--- config.mk ---
export PLATFORM = sky130hd
export DESIGN_NAME = scaler_vline_stepper
export DESIGN_NICKNAME = d
export VERILOG_FILES = /design/src/rtl/scaler_vline_stepper_pkg.sv /design/src/rtl/scaler_vstep_mult.sv /design/src/rtl/scaler_vline_stepper.sv
export SDC_FILE = /design/constraint.sdc
export NUM_CORES = 1
export LEC_CHECK = 0
export BUFFER_PORTS_ARGS = -buffer_cell sky130_fd_sc_hd__buf_2
export CELL_PAD_IN_SITES_DETAIL_PLACEMENT = 0
export CELL_PAD_IN_SITES_GLOBAL_PLACEMENT = 1
export CORE_MARGIN = 5
export CORE_UTILIZATION = 48
export CTS_BUF_LIST = sky130_fd_sc_hd__clkbuf_16
export DETAILED_ROUTE_END_ITERATION = 16
export GPL_TIMING_DRIVEN = 0
export PLACE_DENSITY = 0.91
export SETUP_SLACK_MARGIN = 0.02
export SLEW_MARGIN = 20
export SYNTH_ARGS = -nofsm -noshare
export SYNTH_HDL_FRONTEND = slang
export SYNTH_HIERARCHICAL = 1
export SYNTH_SLANG_ARGS = --single-unit
--- constraint.sdc ---
create_clock -name VCLK -period 8.05 [get_ports VCLK]
set_clock_uncertainty 0.15 [all_clocks]
set_input_delay 1.2075 -clock VCLK [delete_from_list [all_inputs] [get_ports VCLK]]
set_output_delay 1.2075 -clock VCLK [all_outputs]
set_load 0.02 [all_outputs]
--- src/rtl/scaler_vline_stepper_pkg.sv ---
// Shared definitions for the vertical line stepper: phase-accumulator geometry,
// line/config field widths and the stepper state encoding.
package scaler_vline_stepper_pkg;

  localparam int unsigned FACTOR_W  = 18;  // 2^17 / vlines_out
  localparam int unsigned WEIGHT_W  = 8;   // blend weight width
  localparam int unsigned ACC_W     = 30;  // signed phase accumulator
  localparam int unsigned FRAC_BITS = 17;  // fractional bits of the accumulator
  localparam int unsigned LINE_W    = 10;  // input line numbers / needed count
  localparam int unsigned OUT_W     = 11;  // output line count
  localparam int unsigned STEP_W    = FACTOR_W + LINE_W;

  typedef enum logic [1:0] {
    ST_IDLE = 2'd0,
    ST_CALC = 2'd1,
    ST_RUN  = 2'd2,
    ST_DONE = 2'd3
  } state_e;

endpackage

--- src/rtl/scaler_vstep_mult.sv ---
// Registered unsigned multiply: p_o <= a_i * b_i when en is high, held otherwise.
// Intended to map onto a single DSP multiplier.
// Ports: clk, rst (sync, active high), en, a_i, b_i, p_o.
module scaler_vstep_mult
  import scaler_vline_stepper_pkg::*;
#(
  parameter int unsigned A_W = FACTOR_W,
  parameter int unsigned B_W = LINE_W
) (
  input  logic               clk,
  input  logic               rst,
  input  logic               en,
  input  logic [A_W-1:0]     a_i,
  input  logic [B_W-1:0]     b_i,
  output logic [A_W+B_W-1:0] p_o
);

  logic [A_W+B_W-1:0] p_q, p_d;

  always_comb begin
    p_d = p_q;
    if (en) p_d = a_i * b_i;
  end

  always_ff @(posedge clk) begin
    if (rst) p_q <= '0;
    else     p_q <= p_d;
  end

  assign p_o = p_q;

endmodule

--- src/rtl/scaler_vline_stepper.sv ---
// Vertical scaler line stepper. Shadows the vertical scaler config at each frame
// start and, for every requested active output line, names the two adjacent input
// lines to blend (a above, b below, b clamped to the last needed line) and the
// weight of b taken from the phase accumulator fraction.
// Ports:
//   VCLK, VRST           output video clock, synchronous active-high reset
//   vpos_1st_rdline_i    first input line to read
//   vlines_in_needed_i   input lines spanned by the active output
//   vlines_out_i         active output lines per frame
//   v_interp_factor_i    2^17 / vlines_out
//   v_allow_slemu_i      scanline emulation permitted
//   frame_start_i        pulse: shadow config and restart
//   line_req_i           pulse: next output line requested
//   line_vld_o           pulse one cycle after an accepted request
//   rdline_a_o/_b_o      upper/lower input line, weight_b_o weight of b
//   slemu_o              shadowed slemu flag
//   frame_done_o         all lines issued this frame
//   busy_o               config being shadowed / step being computed
// Build option: define SCALER_VSTEP_CENTER_EN to centre the sample grid
// (acc starts at (step - 2^17) >>> 1 instead of 0).
module scaler_vline_stepper
  import scaler_vline_stepper_pkg::*;
(
  input  logic                VCLK,
  input  logic                VRST,
  input  logic [LINE_W-1:0]   vpos_1st_rdline_i,
  input  logic [LINE_W-1:0]   vlines_in_needed_i,
  input  logic [OUT_W-1:0]    vlines_out_i,
  input  logic [FACTOR_W-1:0] v_interp_factor_i,
  input  logic                v_allow_slemu_i,
  input  logic                frame_start_i,
  input  logic                line_req_i,
  output logic                line_vld_o,
  output logic [LINE_W-1:0]   rdline_a_o,
  output logic [LINE_W-1:0]   rdline_b_o,
  output logic [WEIGHT_W-1:0] weight_b_o,
  output logic                slemu_o,
  output logic                frame_done_o,
  output logic                busy_o
);

  localparam int unsigned INT_W  = ACC_W - FRAC_BITS;
  localparam int unsigned WIDE_W = INT_W + 1;

  state_e                   state_q, state_d;
  logic                     calc_ph_q, calc_ph_d;
  logic [LINE_W-1:0]        first_q, first_d;
  logic [LINE_W-1:0]        needed_q, needed_d;
  logic [OUT_W-1:0]         out_q, out_d;
  logic                     slemu_q, slemu_d;
  logic [OUT_W-1:0]         count_q, count_d;
  logic signed [ACC_W-1:0]  acc_q, acc_d;
  logic                     vld_q, vld_d;
  logic [LINE_W-1:0]        a_q, a_d;
  logic [LINE_W-1:0]        b_q, b_d;
  logic [WEIGHT_W-1:0]      w_q, w_d;

  logic [STEP_W-1:0]        step;
  logic signed [ACC_W-1:0]  step_s;
  logic signed [ACC_W-1:0]  acc_init;
  logic                     mult_en;
  logic [INT_W-1:0]         line_int;
  logic [WIDE_W-1:0]        a_wide, b_cand, last_line;

  // The product is captured from the same inputs as the shadow registers in the
  // first CALC cycle, so it is settled when the accumulator is seeded in the second.
  assign mult_en = (state_q == ST_CALC) && !calc_ph_q;

  scaler_vstep_mult #(
    .A_W (FACTOR_W),
    .B_W (LINE_W)
  ) u_mult (
    .clk (VCLK),
    .rst (VRST),
    .en  (mult_en),
    .a_i (v_interp_factor_i),
    .b_i (vlines_in_needed_i),
    .p_o (step)
  );

  assign step_s = {{(ACC_W-STEP_W){1'b0}}, step};

`ifdef SCALER_VSTEP_CENTER_EN
  localparam logic signed [ACC_W-1:0] FRAC_ONE = ACC_W'(1) << FRAC_BITS;
  logic signed [ACC_W-1:0] acc_diff;
  assign acc_diff = step_s - FRAC_ONE;
  assign acc_init = acc_diff >>> 1;
`else
  assign acc_init = '0;
`endif

  // Integer part is only used when acc is non-negative, so it is unsigned here.
  assign line_int  = acc_q[ACC_W-1:FRAC_BITS];
  assign a_wide    = WIDE_W'(first_q) + WIDE_W'(line_int);
  assign b_cand    = a_wide + WIDE_W'(1);
  assign last_line = WIDE_W'(first_q) + WIDE_W'(needed_q) - WIDE_W'(1);

  always_comb begin
    state_d   = state_q;
    calc_ph_d = calc_ph_q;
    first_d   = first_q;
    needed_d  = needed_q;
    out_d     = out_q;
    slemu_d   = slemu_q;
    count_d   = count_q;
    acc_d     = acc_q;
    vld_d     = 1'b0;
    a_d       = a_q;
    b_d       = b_q;
    w_d       = w_q;

    if (frame_start_i) begin
      state_d   = ST_CALC;
      calc_ph_d = 1'b0;
    end else begin
      case (state_q)
        ST_IDLE: ;
        ST_CALC: begin
          if (!calc_ph_q) begin
            first_d   = vpos_1st_rdline_i;
            needed_d  = vlines_in_needed_i;
            out_d     = vlines_out_i;
            slemu_d   = v_allow_slemu_i;
            calc_ph_d = 1'b1;
          end else begin
            acc_d     = acc_init;
            count_d   = '0;
            calc_ph_d = 1'b0;
            state_d   = (out_q == '0 || needed_q == '0) ? ST_DONE : ST_RUN;
          end
        end
        ST_RUN: begin
          if (line_req_i) begin
            vld_d = 1'b1;
            if (acc_q[ACC_W-1]) begin
              a_d = first_q;
              b_d = first_q;
              w_d = '0;
            end else begin
              a_d = a_wide[LINE_W-1:0];
              b_d = (b_cand > last_line) ? last_line[LINE_W-1:0] : b_cand[LINE_W-1:0];
              w_d = acc_q[FRAC_BITS-1 -: WEIGHT_W];
            end
            acc_d   = acc_q + step_s;
            count_d = count_q + OUT_W'(1);
            if (count_d == out_q) state_d = ST_DONE;
          end
        end
        ST_DONE: ;
        default: state_d = ST_IDLE;
      endcase
    end
  end

  always_ff @(posedge VCLK) begin
    if (VRST) begin
      state_q   <= ST_IDLE;
      calc_ph_q <= 1'b0;
      first_q   <= '0;
      needed_q  <= '0;
      out_q     <= '0;
      slemu_q   <= 1'b0;
      count_q   <= '0;
      acc_q     <= '0;
      vld_q     <= 1'b0;
      a_q       <= '0;
      b_q       <= '0;
      w_q       <= '0;
    end else begin
      state_q   <= state_d;
      calc_ph_q <= calc_ph_d;
      first_q   <= first_d;
      needed_q  <= needed_d;
      out_q     <= out_d;
      slemu_q   <= slemu_d;
      count_q   <= count_d;
      acc_q     <= acc_d;
      vld_q     <= vld_d;
      a_q       <= a_d;
      b_q       <= b_d;
      w_q       <= w_d;
    end
  end

  assign line_vld_o   = vld_q;
  assign rdline_a_o   = a_q;
  assign rdline_b_o   = b_q;
  assign weight_b_o   = w_q;
  assign slemu_o      = slemu_q;
  assign frame_done_o = (state_q == ST_DONE);
  assign busy_o       = (state_q == ST_CALC);

endmodule

-- Word-level counts from Yosys, hierarchy flattened
Index checks and enable logic that the tools add are counted.
- bits of input ports: 54
- register bits after elaboration: 133
- reduce and logical (&&, ||, !) cells: 14
- add/subtract/negate cells: 6
- multipliers: 1
- bitwise gates (word level): 3
- eq/ne operators: 10
- mux-type cells: 18
- order comparisons: 1
- operator list (operator ; count):
    $mux W30 ; 2
    $pmux W30 S2 ; 1
    $add A30 B29 Y30 ; 1
    $mux W10 ; 3
    $mul A18 B10 Y28 ; 1
    $mux W11 ; 2
    $pmux W11 S2 ; 1
    $add A10 B13 Y14 ; 1
    $add A14 B1 Y14 const B ; 1
    $gt A14 B14 Y1 ; 1
    $reduce_and A4 Y1 ; 3
    $sub A11 B1 Y12 const B ; 1
    $add A10 B10 Y11 ; 1
    $add A11 B1 Y11 const B ; 1
    $eq A11 B11 Y1 ; 1
    $logic_not A11 Y1 ; 1
    $logic_not A10 Y1 ; 1
    $mux W8 ; 1
    $mux W2 ; 3
    $ne A3 B3 Y1 const B ; 2
    $reduce_and A3 Y1 ; 2
    $eq A2 B2 Y1 const B ; 2
    $mux W1 ; 4
    $ne A2 B2 Y1 const B ; 2
    12 further kinds ; 14

-- Logic depth before layout (Yosys ltp)
Gate-level depths: netlist of run 1.
- word-level depth: 6
- gate-level depth with buffers: 22

-- Modules after synthesis
The synthesis of run 1 kept the hierarchy.
- modules (own cells, without submodules) (module ; times used ; area an instance (µm²) ; cells each):
    scaler_vline_stepper ; 1 ; 7355.8 ; 949
    scaler_vstep_mult ; 1 ; 6657.6 ; 765

-- Least setup slack after synthesis of run 1
Ideal clock, no wire load.
- kind: in2reg
- start: input vlines_in_needed_i[3]
- end: register u_mult.p_q[25] (netlist: u_mult/p_o[25])
- cell stages on the path: 20
- setup time: 62 ps
- data required time: 7838 ps
- arrival: 6529 ps
- path slack: 1308 ps
- cell sequence: clkbuf_1 -> clkbuf_1 -> nand2_1 -> fa_1 -> inv_1 -> fa_1 -> fa_1 -> fa_1 -> inv_1 -> fa_1 -> inv_1 -> ha_1 -> buf_6 -> a21oi_2 -> nand2_1 -> o31a_1 -> a221o_1 -> o311a_1 -> or4b_1 -> nand3_1
- cells in the longest elaborated chain, start to end: 1
- ends and longest elaborated chain (what ; line ; RTL):
    from (decl) ; scaler_vline_stepper.sv:27 ; input logic [LINE_W-1:0] vlines_in_needed_i,
    $mul A18 B10 Y28 ; scaler_vstep_mult.sv:22 ; if (en) p_d = a_i * b_i;
    to (signal assigned) ; scaler_vstep_mult.sv:27 ; else p_q <= p_d;
    to (decl) ; scaler_vstep_mult.sv:18 ; logic [A_W+B_W-1:0] p_q, p_d;
No other way between the ends.
A chain may end at the register's enable or synchronous reset.

-- Worst setup path after layout of run 1
Ends and elaborated chain as after synthesis.

==> run metrics, run 1 <==
WS Path Type in2reg; Reg2Reg Launch Point first_q[0]; Hold Crit Class reg2reg; metal2 WL approximately 17000 um; ys flop type dfxtp_1; worst r2r path cells 20; syn_area_per_cell a little over 8 um2; Reg area 2660 um2; IO Pins 86; site row count 62; antenna cell count 0; Max VDD drop 0.216 mV; Tot GR Track Use 0.227; Setup WS post-layout just under 0.8 ns; Place WS between 0.3 and 0.4 ns; largest net degree at the start of global routing 17; Max stage delay cell, worst path clkbuf_1; dpl cells approximately 2200; DP HPWL about 30000 um; CP Capture Type flop; die area about 33000 um2; Leak ~7.3 nW; initial antenna violation count 1; total gr overflow 0; CTS tree built; worst skew pair latency between 0.4 and 0.5 ns; Final setup viols 0; Total Power roughly 4.1 mW; vias in the first global route 12300; reg-to-reg endpoint rdline_b_o[9]; synth warn 6; hold_buf cts 0; family with the most delay on the worst path adder cells; DR WL/cell ~17 um; die width about 180 um; CP Data Required Time 8.27 ns; Mapped Nets 2033; Yosys cell types between 70 and 80; gpl congestion roughly 0.94; async set or reset register ratio after synthesis 0; routed length on met1 16400 um; Seq cells post-synth 133; worst path cell trace buf_2 -> clkbuf_1 -> clkbuf_1 -> nand2_1 -> fa_1 -> inv_1 -> fa_1 -> fa_1 -> fa_1 -> inv_1 -> fa_1 -> inv_1 -> ha_1 -> buf_6 -> a21oi_2 -> nand2_1 -> o31a_1 -> a221o_1 -> o311a_1 -> or4b_1 -> nand3_1; PortBufs 69; Power Density 266 nW/um2; Core Footprint about 29000 um2; Synth Cell Area about 14000 um2; htree depth 4; final critical path time including I/O delays and setup a little over 7 ns; status finished clean; clock slew at reported path FFs approximately 0.060 ns; drt pass-1 iters 5; setup TNS 0 ns; Max Freq around 0.14 GHz; CTS max path bufs 2; vias per cell approximately 5.5; Seq/Total Area, Yosys 0.190; Layout Area Growth over Synthesis 10.0%; top sig layer met5; drt drc 0; Routed WL 36900 um; Placed Area 14800 um2; final instance area between 15000 and 20000 um2; first-pass GRT wire length 61200 um; Layout Utilization 0.536; Worst path most repeated cell fa_1; Die Y 181 um; Max FO, Critical Path 10; gate count after technology mapping around 1700; multi-input logic area between 10000 and 15000 um2; WL met3 roughly 2200 um; Slew Viols, Final 0; WP depth 21; initial DRC count 691; CTS resizes 0; Worst Hold Launch weight_b_o[5]; Layout Nets roughly 2100; cts bufs inserted 17; max cap viols 0; Finished Layout Cells around 2200; Worst Path Buf+Inv 7; Worst Max-Slew Pin Slew approximately 1.0 ns; via count between 10000 and 15000; reg2reg setup slack around 2.6 ns; Post-CTS Setup Inserts 0; Max stage delay on crit path about 0.56 ns; relative max-transition margin 0.336; post-route ant nets 0; RSZ-0062 raised after global routing no; CP startpoint kind input pin; Hold Vio Cnt, Final 0; share of cells above drive strength 1 0.0744; Hold EP weight_b_o[5]; worst hold path depth 2; filler cell count ~2700; CTS Sinks 133; crit path DAT between 7 and 8 ns; Min Hold Slack 0.299 ns; Post-synth EDFFs 0; Starting Density 0.487; period utilisation layout 0.902; CTS root buffer clkbuf_16
## flip-flops by register name (all words and copies together) (netlist names)
name,flops
out_q,11
slemu_o,1
first_q,10
calc_ph_q,1
weight_b_o,8
needed_q,10
acc_q,30
state_q,2
rdline_a_o,10
rdline_b_o,10
u_mult/p_o,28
count_q,11
line_vld_o,1
## final cells by class
cell class / count / share of cell area
sequential: 133 / 0.173
inverter: 184 / 0.0448
clock inverter: 15 / 0.0101
buffer: 85 / 0.0221
multi-input combinational: 1312 / 0.669
clock buffer: 17 / 0.0276
tap: 384 / 0.0312
timing repair buffer: 69 / 0.0224
## worst reg2reg max path, cell delays in order (launching register included)
cell       delay (ns)
dfxtp_1          0.43
ha_1             0.21
inv_1            0.06
fa_1             0.46
nor2b_4          0.17
o22ai_2          0.09
xnor2_1          0.48
nand4_1          0.31
o31a_2           0.40
nor2_1           0.20
ha_1             0.30
a21o_1           0.18
a2111oi_0        0.44
o21ai_1          0.15
a221oi_2         0.29
a41o_1           0.13
buf_4            0.16
buf_6            0.15
nor2_1           0.05
a2111oi_2        0.41
nor3_2           0.08
## worst max-delay path by stage
| stage | start | end | slack (ns) |
|---|---|---|---|
| 2_1_floorplan | vlines_in_needed_i[3] | u_mult/p_o[25] | 1.31 |
| 3_3_place_gp | vlines_in_needed_i[3] | u_mult/p_o[25] | 0.45 |
| 3_5_place_dp | vlines_in_needed_i[3] | u_mult/p_o[25] | 0.35 |
| 4_1_cts | vlines_in_needed_i[3] | u_mult/p_o[25] | 0.80 |
| 5_1_grt | vlines_in_needed_i[2] | u_mult/p_o[27] | 0.46 |
| 6_report | vlines_in_needed_i[3] | u_mult/p_o[25] | 0.79 |
## layout by cell type (no fill, tap or decap), types with 39 or more instances in the layout
cell type / count
dfxtp_1: 133
clkbuf_1: 80
buf_2: 71
ha_1: 136
xor2_1: 39
and2_1: 103
a21oi_1: 123
inv_1: 184
nand2_1: 262
nor2_1: 100
fa_1: 129
o21ai_0: 61
xnor2_1: 56
## cell usage after synthesis, drive strengths merged (14+ instances only)
library cell / instances / share of area
inv: 184 / 0.049
xor2: 41 / 0.027
dfxtp: 133 / 0.19
o21ai: 66 / 0.024
clkbuf: 80 / 0.021
fa: 129 / 0.18
nor2: 100 / 0.027
a22oi: 17 / 0.0091
xnor2: 56 / 0.035
o211ai: 14 / 0.0075
mux2i: 17 / 0.012
nand2: 262 / 0.070
ha: 136 / 0.12
and2: 103 / 0.046
a21o: 35 / 0.019
a21oi: 125 / 0.045
nand3: 32 / 0.012
nor3: 23 / 0.0089
## layer usage
| layer | track usage | vias to the layer above |
|---|---|---|
| met5 | 0 | - |
| met4 | 0.0738 | 2 |
| met3 | 0.0374 | 73 |
| met2 | 0.389 | 349 |
| met1 | 0.293 | 5711 |
| li1 | - | 5894 |
## report_power, final
group          switching, mW  total, mW  leakage [nW]  internal (mW)
Combinational           1.52       2.60          5.99           1.08
Sequential            0.0279      0.729          1.08          0.701
Clock                  0.332      0.770         0.281          0.437
Total                   1.88       4.10          7.35           2.22
## cell families after synthesis
family / count (synthesis) / synth area share
compound gates: 341 / 0.155
xor+xnor: 97 / 0.0617
fa+ha+maj: 266 / 0.307
buf+inv: 269 / 0.0736
flops: 133 / 0.190
mux: 21 / 0.0154
simple gates: 587 / 0.198
No activity file was read; power rests on OpenSTA's default activity.
==> run 2: changes to the inputs <==
Settings changed: PLACE_DENSITY 0.91 to not set, PLACE_DENSITY_LB_ADDON set to 0.1.
==> run 2 against run 1 <==
Compared with the run above:
- critical endpoint unchanged
- critical path depth down 1
- worst setup slack better by 0.092 ns
- sequential power hardly changed
==> run metrics, run 2 (synthesized netlist as in run 1, its figures left out) <==
filler cell count 2835 (+4.0%); Slew Viols, Final 0 (unchanged); drt drc 0 (unchanged); CTS resizes 0 (unchanged); Place WS 0.459 ns (+0.112 ns); Max FO, Critical Path 10 (unchanged); DP HPWL 30600 um (+1.5%); Core Footprint 28800 um2 (unchanged); max cap viols 0 (unchanged); largest net degree at the start of global routing 17 (unchanged); RSZ-0062 raised after global routing no; post-route ant nets 0 (unchanged); htree depth 4 (unchanged); final critical path time including I/O delays and setup 7.17 ns (-0.0922 ns); Max stage delay cell, worst path fa_1; share of cells above drive strength 1 0.0733 (-0.00110); Post-CTS Setup Inserts 0 (unchanged); Worst path most repeated cell fa_1; IO Pins 86 (unchanged); worst r2r path cells 20 (unchanged); via count 11600 (-3.8%); top flop regs acc_q: 30 flops, u_mult/p_o: 28 flops; Layout Utilization 0.535 (-0.000652); PortBufs 69 (unchanged); Max VDD drop 0.146 mV (-33%); Largest register FFs 30 (unchanged); cts bufs inserted 17 (unchanged); worst skew pair latency 0.43 ns (about the same); Min Hold Slack 0.300 ns (+0.00116 ns); most common cell after layout, fill and taps aside nand2_1; CTS root buffer clkbuf_16; Max Freq 0.140 GHz (+1.3%); Reg2Reg Launch Point first_q[0]; Layout Area Growth over Synthesis 9.90%; commonest cells after routing, fill and taps aside nand2_1, inv_1, ha_1, dfxtp_1, fa_1; relative max-transition margin 0.222 (-0.115); vias in the first global route 11800 (-3.7%); Leak 7.34 nW (about the same); Tot GR Track Use 0.228 (+0.000643); CP Data Required Time 8.27 ns (about the same); initial DRC count 485 (-30%); clock slew at reported path FFs 0.06 ns (about the same); first-pass GRT wire length 60600 um (-0.90%); crit path DAT 7.38 ns (-0.10 ns); reg2reg setup slack 2.56 ns (-0.07 ns); worst hold path depth 2 (unchanged); Setup WS post-layout 0.884 ns (+0.0922 ns); gpl congestion 0.855 (-8.8%); total gr overflow 0 (unchanged); Worst Hold Launch rdline_b_o[6]; Die Y 181 um (unchanged); Finished Layout Cells 2200 (+0.045%); Hold EP rdline_b_o[6]; site row count 62 (unchanged); die width 181 um (unchanged); WS Path Type in2reg; Hold Vio Cnt, Final 0 (unchanged); Hold Crit Class reg2reg; Final setup viols 0 (unchanged); CTS max path bufs 2 (unchanged); status finished clean; dpl cells 2167 (unchanged); hold_buf cts 0 (unchanged); Power Density 265 nW/um2 (-0.46%); Worst Max-Slew Pin Slew 1.17 ns (+0.172 ns); multi-input logic area 10300 um2 (unchanged); Most flops, register acc_q; period utilisation layout 0.890 (-0.0115); Routed WL 36900 um (about the same); Total Power 4.08 mW (-0.58%); Reg area 2660 um2 (unchanged); CTS Sinks 133 (unchanged); worst path cell trace buf_2 -> clkbuf_1 -> clkbuf_1 -> nand2_1 -> fa_1 -> inv_1 -> fa_1 -> fa_1 -> fa_1 -> inv_1 -> fa_1 -> inv_1 -> ha_1 -> a211oi_1 -> nor2_1 -> o31a_1 -> a221o_1 -> o311a_1 -> or4b_1 -> nand3_1; drt pass-1 iters 5 (unchanged); setup TNS 0 ns (unchanged); Max stage delay on crit path 0.55 ns (about the same); vias per cell 5.26 (-3.8%); CP startpoint kind input pin; final instance area 15400 um2 (-0.12%); die area 32700 um2 (unchanged); Placed Area 14800 um2 (unchanged); CTS tree built; Layout Nets 2121 (unchanged); reg-to-reg endpoint rdline_b_o[8]; CP Capture Type flop; DR WL/cell 16.8 um (about the same); initial antenna violation count 1 (unchanged); Starting Density 0.487 (unchanged)
-- run 2: cell types whose count changed in the layout (fill, tap and decap cells not counted), sizes merged --
cell | before | now
diode | 0 | 1
inv | 194 | 188
clkinv | 2 | 8
-- run 2: power breakdown --
| part | internal (mW) | switching, mW |
|---|---|---|
| Clock | 0.427 | 0.315 |
| Sequential | 0.701 | 0.0284 |
| Combinational | 1.08 | 1.53 |
| Total | 2.20 | 1.87 |
-- run 2: layout make-up --
type	instances	share of cell area
repair buffers	69	0.0224
flip-flops and latches	133	0.173
clock buffers	17	0.0276
clock inverters	15	0.00869
inverters	184	0.0448
multi-input cells	1312	0.670
well taps	384	0.0312
diodes	1	0.000162
plain buffers	85	0.0221
-- run 2: layer usage --
| metal | part of all wire | up-vias | GRT usage |
|---|---|---|---|
| met2 | 0.49 | 195 | 0.410 |
| met4 | 0.026 | 2 | 0.0693 |
| met3 | 0.032 | 52 | 0.0280 |
| li1 | - | 5893 | - |
| met5 | 0.00051 | - | 0 |
| met1 | 0.45 | 5434 | 0.285 |
-- run 2: how the worst max path moves through the flow --
stage	cells past startpoint	slack [ns]	endpoint	from
after floorplan	20	1.31	u_mult/p_o[25]	vlines_in_needed_i[3]
after global placement	21	0.48	u_mult/p_o[25]	vlines_in_needed_i[3]
after detailed placement	21	0.46	u_mult/p_o[25]	vlines_in_needed_i[3]
after CTS	20	0.88	u_mult/p_o[25]	vlines_in_needed_i[3]
after global routing	22	0.50	u_mult/p_o[27]	vlines_in_needed_i[2]
final	20	0.88	u_mult/p_o[25]	vlines_in_needed_i[3]
-- run 2: critical path, delay by kind of cell --
| kind | cells | cell delay (ns) |
|---|---|---|
| AOI/OAI and AO/OA | 4 | 1.26 |
| and+or+nand+nor | 4 | 0.82 |
| buffers and inverters | 6 | 1.13 |
| adders and majority gates | 6 | 2.95 |
